File: src/rtl/trap_vec_ctrl_pkg.sv
// Shared definitions for the trap vector controller: FSM encoding,
// fatal vector value and the vector address helper.
package minx_trap_pkg;

    typedef enum logic [1:0] {
        IDLE          = 2'd0,
        REDIRECT_TRAP = 2'd1,
        REDIRECT_RTI  = 2'd2
    } trap_state_e;

    // Vector used when a trap cannot be serviced (stack overflow).
    localparam logic [31:0] FATAL_VEC = 32'd0;

    // Vector PC for source idx: base + ((idx+1) << shift), caller truncates.
    function automatic logic [31:0] vec_addr(input logic [31:0] base,
                                             input logic [31:0] idx,
                                             input logic [4:0]  shift);
        vec_addr = base + ((idx + 32'd1) << shift);
    endfunction

endpackage

File: src/rtl/trap_vec_ctrl_if.sv
// Redirect channel between the trap controller (master) and fetch (slave).
interface trap_vec_ctrl_if #(
    parameter int A = 16
) ();
    logic         redirect_valid;
    logic         redirect_ready;
    logic [A-1:0] redirect_pc;

    modport master (
        output redirect_valid,
        output redirect_pc,
        input  redirect_ready
    );

    modport slave (
        input  redirect_valid,
        input  redirect_pc,
        output redirect_ready
    );
endinterface

File: src/rtl/trap_vec_ctrl_stack.sv
// trap_pc_stack: small LIFO of saved return PCs. Push beats pop when both
// are requested; push when full and pop when empty are ignored.
module trap_pc_stack #(
    parameter int A     = 16,
    parameter int DEPTH = 4
) (
    input  logic                     clk,
    input  logic                     rst_n,
    input  logic                     push_i,
    input  logic                     pop_i,
    input  logic [A-1:0]             din_i,
    output logic [A-1:0]             top_o,
    output logic [$clog2(DEPTH):0]   count_o,
    output logic                     full_o,
    output logic                     empty_o
);
    localparam int PW = $clog2(DEPTH);
    localparam int CW = PW + 1;

    logic [A-1:0]  mem_q [DEPTH];
    logic [CW-1:0] count_q;
    logic [CW-1:0] count_d;
    logic [PW-1:0] wr_ptr_s;
    logic [PW-1:0] top_ptr_s;
    logic          do_push_s;
    logic          do_pop_s;

    assign full_o    = (count_q == CW'(DEPTH));
    assign empty_o   = (count_q == {CW{1'b0}});
    assign wr_ptr_s  = count_q[PW-1:0];
    assign top_ptr_s = count_q[PW-1:0] - {{(PW-1){1'b0}}, 1'b1};
    assign do_push_s = push_i & ~full_o;
    assign do_pop_s  = pop_i & ~push_i & ~empty_o;
    assign top_o     = mem_q[top_ptr_s];
    assign count_o   = count_q;

    // Occupancy update from the accepted push/pop.
    always_comb begin
        count_d = count_q;
        if (do_push_s) begin
            count_d = count_q + {{(CW-1){1'b0}}, 1'b1};
        end else if (do_pop_s) begin
            count_d = count_q - {{(CW-1){1'b0}}, 1'b1};
        end else begin
            count_d = count_q;
        end
    end

    // Occupancy register.
    always_ff @(posedge clk or negedge rst_n) begin
        if (!rst_n) begin
            count_q <= {CW{1'b0}};
        end else begin
            count_q <= count_d;
        end
    end

    // Storage array; contents are don't-care after reset.
    always_ff @(posedge clk) begin
        if (do_push_s) begin
            mem_q[wr_ptr_s] <= din_i;
        end
    end

endmodule

File: src/rtl/trap_vec_ctrl.sv
// trap_vec_ctrl: latches prioritised trap requests, computes the vector PC
// from a programmable base, keeps return PCs on a LIFO and issues a
// ready/valid redirect to fetch. Source 0 has the highest priority.
// Optional build macro TRAP_MASK_EN adds a trap_mask input and priority
// nesting (a trap in service masks itself and all lower priorities).
module trap_vec_ctrl
    import minx_trap_pkg::*;
#(
    parameter int A         = 16,
    parameter int NSRC      = 4,
    parameter int VEC_SHIFT = 10,
    parameter int INC       = 2,
    parameter int DEPTH     = 4
) (
    input  logic                     clk,
    input  logic                     rst_n,
    input  logic [NSRC-1:0]          trap_req,
    output logic [NSRC-1:0]          trap_ack,
`ifdef TRAP_MASK_EN
    input  logic [NSRC-1:0]          trap_mask,
`endif
    input  logic [A-1:0]             pc,
    input  logic                     trap_after,
    input  logic                     rti_req,
    output logic                     rti_ack,
    input  logic                     vbase_we,
    input  logic [A-1:0]             vbase_wd,
    trap_vec_ctrl_if.master          rd,
    output logic [$clog2(DEPTH):0]   depth,
    output logic                     err
);
    localparam int IW = (NSRC > 1) ? $clog2(NSRC) : 1;

    trap_state_e      state_q, state_d;
    logic [A-1:0]     pc_q, pc_d;
    logic             valid_q, valid_d;
    logic [IW-1:0]    idx_q, idx_d;
    logic [A-1:0]     ret_q, ret_d;
    logic             fatal_q, fatal_d;
    logic             err_q, err_d;
    logic [A-1:0]     vbase_q;

    logic [NSRC-1:0]  elig_s;
    logic             any_s;
    logic [IW-1:0]    sel_s;
    logic             push_s;
    logic             pop_s;
    logic [NSRC-1:0]  trap_ack_s;
    logic             rti_ack_s;
    logic [A-1:0]     stk_top_s;
    logic             stk_full_s;
    logic             stk_empty_s;

    trap_pc_stack #(.A(A), .DEPTH(DEPTH)) u_stack (
        .clk     (clk),
        .rst_n   (rst_n),
        .push_i  (push_s),
        .pop_i   (pop_s),
        .din_i   (ret_q),
        .top_o   (stk_top_s),
        .count_o (depth),
        .full_o  (stk_full_s),
        .empty_o (stk_empty_s)
    );

`ifdef TRAP_MASK_EN
    logic [IW-1:0]            lvl_top_s;
    logic [$clog2(DEPTH):0]   lvl_count_s;
    logic                     lvl_full_s;
    logic                     lvl_empty_s;
    logic [NSRC-1:0]          nest_mask_s;

    // Parallel stack of in-service source indices, pushed/popped with the PCs.
    trap_pc_stack #(.A(IW), .DEPTH(DEPTH)) u_lvl_stack (
        .clk     (clk),
        .rst_n   (rst_n),
        .push_i  (push_s),
        .pop_i   (pop_s),
        .din_i   (idx_q),
        .top_o   (lvl_top_s),
        .count_o (lvl_count_s),
        .full_o  (lvl_full_s),
        .empty_o (lvl_empty_s)
    );

    // Mask the in-service level and everything of lower priority.
    always_comb begin
        nest_mask_s = {NSRC{1'b0}};
        for (int k = 0; k < NSRC; k++) begin
            if (!stk_empty_s && (IW'(k) >= lvl_top_s)) begin
                nest_mask_s[k] = 1'b1;
            end else begin
                nest_mask_s[k] = 1'b0;
            end
        end
    end

    assign elig_s = trap_req & ~trap_mask & ~nest_mask_s;
`else
    assign elig_s = trap_req;
`endif

    // Priority encoder: lowest set eligible index wins.
    always_comb begin
        any_s = 1'b0;
        sel_s = {IW{1'b0}};
        for (int k = NSRC - 1; k >= 0; k--) begin
            if (elig_s[k]) begin
                any_s = 1'b1;
                sel_s = IW'(k);
            end else begin
                any_s = any_s;
            end
        end
    end

    // FSM next state, redirect target capture and accept-cycle actions.
    always_comb begin
        state_d    = state_q;
        pc_d       = pc_q;
        idx_d      = idx_q;
        ret_d      = ret_q;
        fatal_d    = fatal_q;
        err_d      = err_q;
        push_s     = 1'b0;
        pop_s      = 1'b0;
        trap_ack_s = {NSRC{1'b0}};
        rti_ack_s  = 1'b0;
        case (state_q)
            IDLE: begin
                if (any_s) begin
                    idx_d   = sel_s;
                    ret_d   = trap_after ? (pc + A'(INC)) : pc;
                    state_d = REDIRECT_TRAP;
                    if (stk_full_s) begin
                        pc_d    = A'(FATAL_VEC);
                        fatal_d = 1'b1;
                        err_d   = 1'b1;
                    end else begin
                        pc_d    = A'(vec_addr(32'(vbase_q), 32'(sel_s), 5'(VEC_SHIFT)));
                        fatal_d = 1'b0;
                    end
                end else if (rti_req) begin
                    state_d = REDIRECT_RTI;
                    if (stk_empty_s) begin
                        pc_d    = A'(FATAL_VEC);
                        fatal_d = 1'b1;
                        err_d   = 1'b1;
                    end else begin
                        pc_d    = stk_top_s;
                        fatal_d = 1'b0;
                    end
                end else begin
                    state_d = IDLE;
                end
            end
            REDIRECT_TRAP: begin
                if (rd.redirect_ready) begin
                    push_s     = ~fatal_q;
                    trap_ack_s = NSRC'(1) << idx_q;
                    state_d    = IDLE;
                end else begin
                    state_d = REDIRECT_TRAP;
                end
            end
            REDIRECT_RTI: begin
                if (rd.redirect_ready) begin
                    pop_s     = ~fatal_q;
                    rti_ack_s = 1'b1;
                    state_d   = IDLE;
                end else begin
                    state_d = REDIRECT_RTI;
                end
            end
            default: begin
                state_d = IDLE;
            end
        endcase
        valid_d = (state_d != IDLE);
    end

    // Controller state and redirect registers.
    always_ff @(posedge clk or negedge rst_n) begin
        if (!rst_n) begin
            state_q <= IDLE;
            pc_q    <= {A{1'b0}};
            valid_q <= 1'b0;
            idx_q   <= {IW{1'b0}};
            ret_q   <= {A{1'b0}};
            fatal_q <= 1'b0;
            err_q   <= 1'b0;
        end else begin
            state_q <= state_d;
            pc_q    <= pc_d;
            valid_q <= valid_d;
            idx_q   <= idx_d;
            ret_q   <= ret_d;
            fatal_q <= fatal_d;
            err_q   <= err_d;
        end
    end

    // Vector base register, writable in any state.
    always_ff @(posedge clk or negedge rst_n) begin
        if (!rst_n) begin
            vbase_q <= {A{1'b0}};
        end else if (vbase_we) begin
            vbase_q <= vbase_wd;
        end
    end

    assign rd.redirect_valid = valid_q;
    assign rd.redirect_pc    = pc_q;
    assign trap_ack          = trap_ack_s;
    assign rti_ack           = rti_ack_s;
    assign err               = err_q;

endmodule

File: src/flat_wrapper.sv
// flat-port wrapper written by rule: the top's interface ports become plain ports
module trap_vec_ctrl_flat import minx_trap_pkg::*;
#(
    parameter int A         = 16,
    parameter int NSRC      = 4,
    parameter int VEC_SHIFT = 10,
    parameter int INC       = 2,
    parameter int DEPTH     = 4
)
  (clk, rst_n, trap_req, trap_ack, pc, trap_after, rti_req, rti_ack, vbase_we, vbase_wd, depth, err, rd_redirect_valid, rd_redirect_pc, rd_redirect_ready);
  trap_vec_ctrl_if #(.A(A)) rd_i ();
  input  logic clk;
  input  logic rst_n;
  input  logic [NSRC-1:0] trap_req;
  output logic [NSRC-1:0] trap_ack;
  input  logic [A-1:0] pc;
  input  logic trap_after;
  input  logic rti_req;
  output logic rti_ack;
  input  logic vbase_we;
  input  logic [A-1:0] vbase_wd;
  output logic [$clog2(DEPTH):0] depth;
  output logic err;
  output wire logic [$bits(rd_i.redirect_valid)-1:0] rd_redirect_valid;
  output wire logic [$bits(rd_i.redirect_pc)-1:0] rd_redirect_pc;
  input wire logic [$bits(rd_i.redirect_ready)-1:0] rd_redirect_ready;
  assign rd_redirect_valid = rd_i.redirect_valid;
  assign rd_redirect_pc = rd_i.redirect_pc;
  assign rd_i.redirect_ready = rd_redirect_ready;
  trap_vec_ctrl #(.A(A), .NSRC(NSRC), .VEC_SHIFT(VEC_SHIFT), .INC(INC), .DEPTH(DEPTH)) u_core (.clk(clk), .rst_n(rst_n), .trap_req(trap_req), .trap_ack(trap_ack), .pc(pc), .trap_after(trap_after), .rti_req(rti_req), .rti_ack(rti_ack), .vbase_we(vbase_we), .vbase_wd(vbase_wd), .rd(rd_i), .depth(depth), .err(err));
endmodule
File: config.mk
export PLATFORM = sky130hd
export DESIGN_NAME = trap_vec_ctrl_flat
export DESIGN_NICKNAME = d
export VERILOG_FILES = /design/src/rtl/trap_vec_ctrl_pkg.sv /design/src/rtl/trap_vec_ctrl_if.sv /design/src/rtl/trap_vec_ctrl_stack.sv /design/src/rtl/trap_vec_ctrl.sv /design/src/flat_wrapper.sv
export SDC_FILE = /design/constraint.sdc
export NUM_CORES = 1
export LEC_CHECK = 0
export ABC_AREA = 1
export CORE_AREA = 2 2 103 105
export DETAILED_ROUTE_END_ITERATION = 7
export DIE_AREA = 0 0 105 107
export PLACE_DENSITY_LB_ADDON = 0.25
export SYNTH_ARGS = -nofsm -noshare
export SYNTH_HDL_FRONTEND = slang
export SYNTH_SLANG_ARGS = --single-unit
export TNS_END_PERCENT = 1
File: constraint.sdc
create_clock -name clk -period 2.6 [get_ports clk]
set_input_delay 0.39 -clock clk [delete_from_list [all_inputs] [get_ports clk]]
set_output_delay 0.39 -clock clk [all_outputs]
set_load 0.05 [all_outputs]
# After elaboration in Yosys (flattened, before gate mapping)
# Memories as Yosys holds them, arrays and structs flattened.
# Index checks and enable logic that the tools add are counted.
# word_totals
mem_count	1
inputBits	42
mem_bits_rw	64
out_inout_bits	26
wordCells	74
reg_bits	58
# mem_list
name	depth	word_bits	rd	rd_clocked_by_memory_dff	wr	line_no	rtl
u_core.u_stack.mem_q	4	16	1	0	1	trap_vec_ctrl_stack.sv:20	logic [A-1:0] mem_q [DEPTH];
# op_classes
bitwise	7
add_sub_neg	6
n_eq_ne	4
n_shift	1
mux	37
n_reduce_logical	9
# op_table
operator	n
16-bit two-way mux	5
1-bit two-way mux	20
16-bit adder	1
16-bit by 2-bit adder with 16-bit output, second input constant	1
2-bit two-way mux	7
4-bit two-way mux	2
2-bit nonzero test	4
3-bit two-way mux	2
2-bit case mux with 3 select lines	1
1-bit inverter	4
2-bit AND reduction	2
4-bit AND reduction	1
1-bit by 2-bit left shift with 4-bit output, first input constant	1
2-bit by 1-bit adder with 3-bit output, second input constant	1
3-bit by 1-bit adder with 3-bit output, second input constant	1
1-bit bitwise AND	3
3-bit equality test, second input constant	1
3-bit logical NOT	1
3-bit by 1-bit subtractor with 3-bit output, second input constant	1
2-bit by 1-bit equality test with 1-bit output, second input constant	1
2-bit equality test, second input constant	1
2-bit logical NOT	1
2-bit != test, second input constant	1
2-bit by 1-bit subtractor with 2-bit output, second input constant	1

# Depth between registers and ports, before layout
# logic_depth
word_depth	8
ltp_mapped	14
ltp_nobuf	14

# Modules after synthesis
# From an unflattened synthesis, not the netlist that was laid out.
# unflattened
hier_cells	538
area_unflattened_um2	5502.8
# modules_own_cells
mod	instances	cells_per_inst	area_each_um2	seq_area_each_um2
trap_vec_ctrl	1	344	2882.8	1376.3
trap_pc_stack	1	194	2620.0	1996.9

# Worst setup path after synthesis
# No wires, ideal clock.
# synth_timing
path_kind	register to register
startpoint	register u_core.u_stack.count_q[0], in the netlist u_core.u_stack.count_o[0]
endpoint	memory u_core.u_stack.mem_q[1][0] (enable)
required_time_ns	2.211
stages_incl_launch_ff	8
n_path_buf	2
t_arrival_ns	2.416
setup_time_ns	0.389
setup_slack_ns	-0.204
period_less_slack_ns	2.804
cell_sequence	dfrtp_1 buf_2 inv_1 buf_4 ha_1 nand2_1 nand3_1 nor2_1
# synth_via
elab_chain_cells	5
# synth_lines
element	line_no	rtl
start: declaration	trap_vec_ctrl_stack.sv:21	logic [CW-1:0] count_q;
start signal: assignment	trap_vec_ctrl_stack.sv:52	count_q <= {CW{1'b0}};
start signal: assignment	trap_vec_ctrl_stack.sv:54	count_q <= count_d;
3-bit equality test	trap_vec_ctrl_stack.sv:28	assign full_o = (count_q == CW'(DEPTH));
1-bit inverter	trap_vec_ctrl_stack.sv:32	assign do_push_s = push_i & ~full_o;
1-bit bitwise AND	trap_vec_ctrl_stack.sv:32	
1-bit two-way mux	trap_vec_ctrl_stack.sv:60	if (do_push_s) begin
1-bit two-way mux (implied by the code)	trap_vec_ctrl_stack.sv:61	mem_q[wr_ptr_s] <= din_i;
end: declaration	trap_vec_ctrl_stack.sv:20	
# Several ways; a longest one is shown, not always the timed one.

# Final worst setup path
# layout_timing
startpoint	register u_core.state_q[0]
endpoint	output trap_ack[2]
# layout_via
elab_chain_cells	2
# layout_lines
element	line_no	rtl
start: declaration	trap_vec_ctrl.sv:34	trap_state_e state_q, state_d;
start signal: assignment	trap_vec_ctrl.sv:193	state_q <= state_d;
2-bit by 1-bit equality test with 1-bit output	trap_vec_ctrl.sv:129	case (state_q)
4-bit two-way mux	trap_vec_ctrl.sv:129	
end: declaration	flat_wrapper.sv:15	output logic [NSRC-1:0] trap_ack;
# Every way passes these cells.

==> metrics.cfg <==
[status]
outcome=completed

[min_path]
worstHoldPathType=in2reg
hold_start=pc[0]
whs_endpoint=u_core.ret_q[0]
hold_depth=3

[final_layout]
seq_area_sq_um=3370
drive_above_1_share_pct=11.1
fin_area_sq_um=6860
num-fill-cells=772
final_nets=679
utilization_pct=68.0
multi_input_area_sq_um=1790
syn2layout_area_growth_pct=25.6
diodes=0

[die]
die_area_sq_um=11200
fp.dieH_um=107
io_pins=68
fp-row-count=37
dieWidth_um=105
core-area_sq_um=10100
initial_core_util_pct=54.1

[run]
maxCapViolCount=0

[route]
drtIter0Drc=238
drc=0
drtPass1Iterations=5
via_per_inst=5.27
vias=4085
ant_nets=0
wl_um=11300
wl_per_cell_um=14.6

[clock_tree]
cts_resized=0
path_clk_slew_ns=0.06
cts_root_buf=clkbuf_8
htree_levels=4
cts.sinks=122
cts_inserted_buffers=17
cts_tree=built
postCtsHoldBufs=1
clk_path_buf_depth=2
cts_setup_buffers=0
clkLatencyLatePin_ns=0.52

[yosys]
async_flop_share_pct=47.5
ys_seq_area_share_pct=61.8
syn-num-nets=599
synth_cell_types=30
ys_warn_count=0
syn_area_sq_um=5460
yosys_most_used_dff=edfxtp_1
ys_ff_latch=122
synth-edff-count=64
avgSynthCellArea_sq_um=10.0
syn_inst=546

[placed_design]
place_congestion=0.849
placed_area_sq_um=6320
hpwlAfterDp_um=7580
place_ws_ns=0.0480
port_buffers=67

[setup_path]
r2r_slack_ns=0.59
worst-r2r-cell-count=8
criticalPathCategory=reg2out
cp.arrival_ns=1.93
worstPathRequired_ns=2.21
cp-end-kind=output pin
crit_fanout=5
regToRegStartpoint=u_core.u_stack.count_o[1]
worstSetupStartpointType=register
r2r_end=u_core.u_stack.count_o[2]

[power]
p_leak_nw=2.87
finalPower_mw=8.13
p_per_area_nw_per_um2=1190
ir_drop_mv=0.683

[sta]
max_freq_ghz=0.431
drv_slew=0
setup_viol=0
fin_worst_skew_ns=0.0138
relSlewSlack_pct=58.6
tns_ns=0
rsz0062_at_grt=false
hold_violations=0
min_period_over_period_pct=89.2
setup_ws_ns=0.282
period_needed_ns=2.32
tightest_slew_ns=0.621

[grt]
antenna_found_initial=0
grt_pass1_vias=3973
grt_max_degree=38
overflow=0
grt_usage_pct=21.7
grt_pass1_wl_um=19000

==> state kept, by name, summed over array words and instances, names as in the netlist <==
register / cells
u_core.u_stack.mem_q: 64
u_core.state_q: 2
u_core.idx_q: 2
u_core.ret_q: 16
u_core.rd.redirect_valid: 1
u_core.fatal_q: 1
u_core.rd.redirect_pc: 16
u_core.vbase_q: 16
u_core.err: 1
u_core.u_stack.count_o: 3
==> how the worst max path moves through the flow <==
stage | to | depth (start not counted) | startpoint
after detailed placement | u_core.rd.redirect_pc[14] | 13 | trap_req[2]
final | trap_ack[2] | 5 | u_core.state_q[0]
after global routing | trap_ack[2] | 5 | u_core.state_q[0]
after global placement | u_core.rd.redirect_pc[14] | 13 | trap_req[2]
after CTS | trap_ack[2] | 5 | u_core.state_q[0]
after floorplan | u_core.u_stack.mem_q[1][0] | 7 | u_core.u_stack.count_o[0]
==> cell families (layout without fill, tap and decap cells) <==
family          Yosys count  in the layout  share of synthesized area (%)
flops                   122            122                           61.8
simple gates            236            236                           17.8
mux                      12             12                           2.47
fa+ha+maj                11             11                           2.80
compound gates           91             91                           8.64
xor+xnor                  7              7                           1.12
buf+inv                  67            160                           5.38
==> area by class of cell <==
cell class              instances  share of cell area (%)
multi-input cells             357                    26.1
clock buffers                  17                    6.04
inverters                      48                    2.63
clock inverters                15                    1.68
repair buffers                 80                    11.9
well taps                     136                    2.48
flip-flops and latches        122                    49.2
==> synth_stat cells (4+ instances only) <==
cell type	n	share of area (%)
a21oi_1	33	3.0
buf_2	13	1.2
dfrtp_1	58	27
edfxtp_1	64	35
ha_1	9	2.1
inv_1	47	3.2
mux2_2	12	2.5
nand2_1	111	7.6
nand3_1	31	2.8
nand4_1	5	0.57
nor2_1	74	5.1
nor2_2	4	0.46
nor4_1	4	0.46
o21ai_0	52	4.8
xor2_1	4	0.64
==> cell usage in the layout, fill, tap and decap left out, types with 4 or more instances in the layout <==
cell type	n
a21oi_1	33
buf_12	5
buf_4	13
clkbuf_16	16
clkdlybuf4s50_1	60
dfrtp_1	58
edfxtp_1	64
ha_1	9
inv_1	47
inv_6	7
mux2_2	12
nand2_1	111
nand3_1	31
nand4_1	5
nor2_1	74
nor2_2	4
nor4_1	4
o21ai_0	52
xor2_1	4
==> layer usage <==
metal  GRT usage [%]  share of wire [%]
met4            7.52               0.93
met2            35.1                 48
met3            5.53                6.2
met1            28.7                 45
met5               0                  0
==> where the power goes <==
| part | leakage [nW] | switching (mW) | internal (mW) |
|---|---|---|---|
| Combinational | 1.34 | 2.02 | 1.00 |
| Sequential | 1.27 | 0.353 | 2.70 |
| Clock | 0.254 | 0.877 | 1.18 |
==> through the flow <==
step | cells | hold slack (ns)
2_1_floorplan | 546 | 0.0944
3_3_place_gp | 742 | 0.437
3_5_place_dp | 742 | 0.439
4_1_cts | 775 | 0.393
5_1_grt | 775 | 0.427
6_report | 775 | 0.406
==> critical path: stages, from the launching register on <==
cell and delay [ns]:
dfrtp_1 0.40, inv_1 0.06, nor2_1 0.19, inv_1 0.13, nor4_1 0.43, buf_12 0.21
Power figures use the tool's default switching activity.
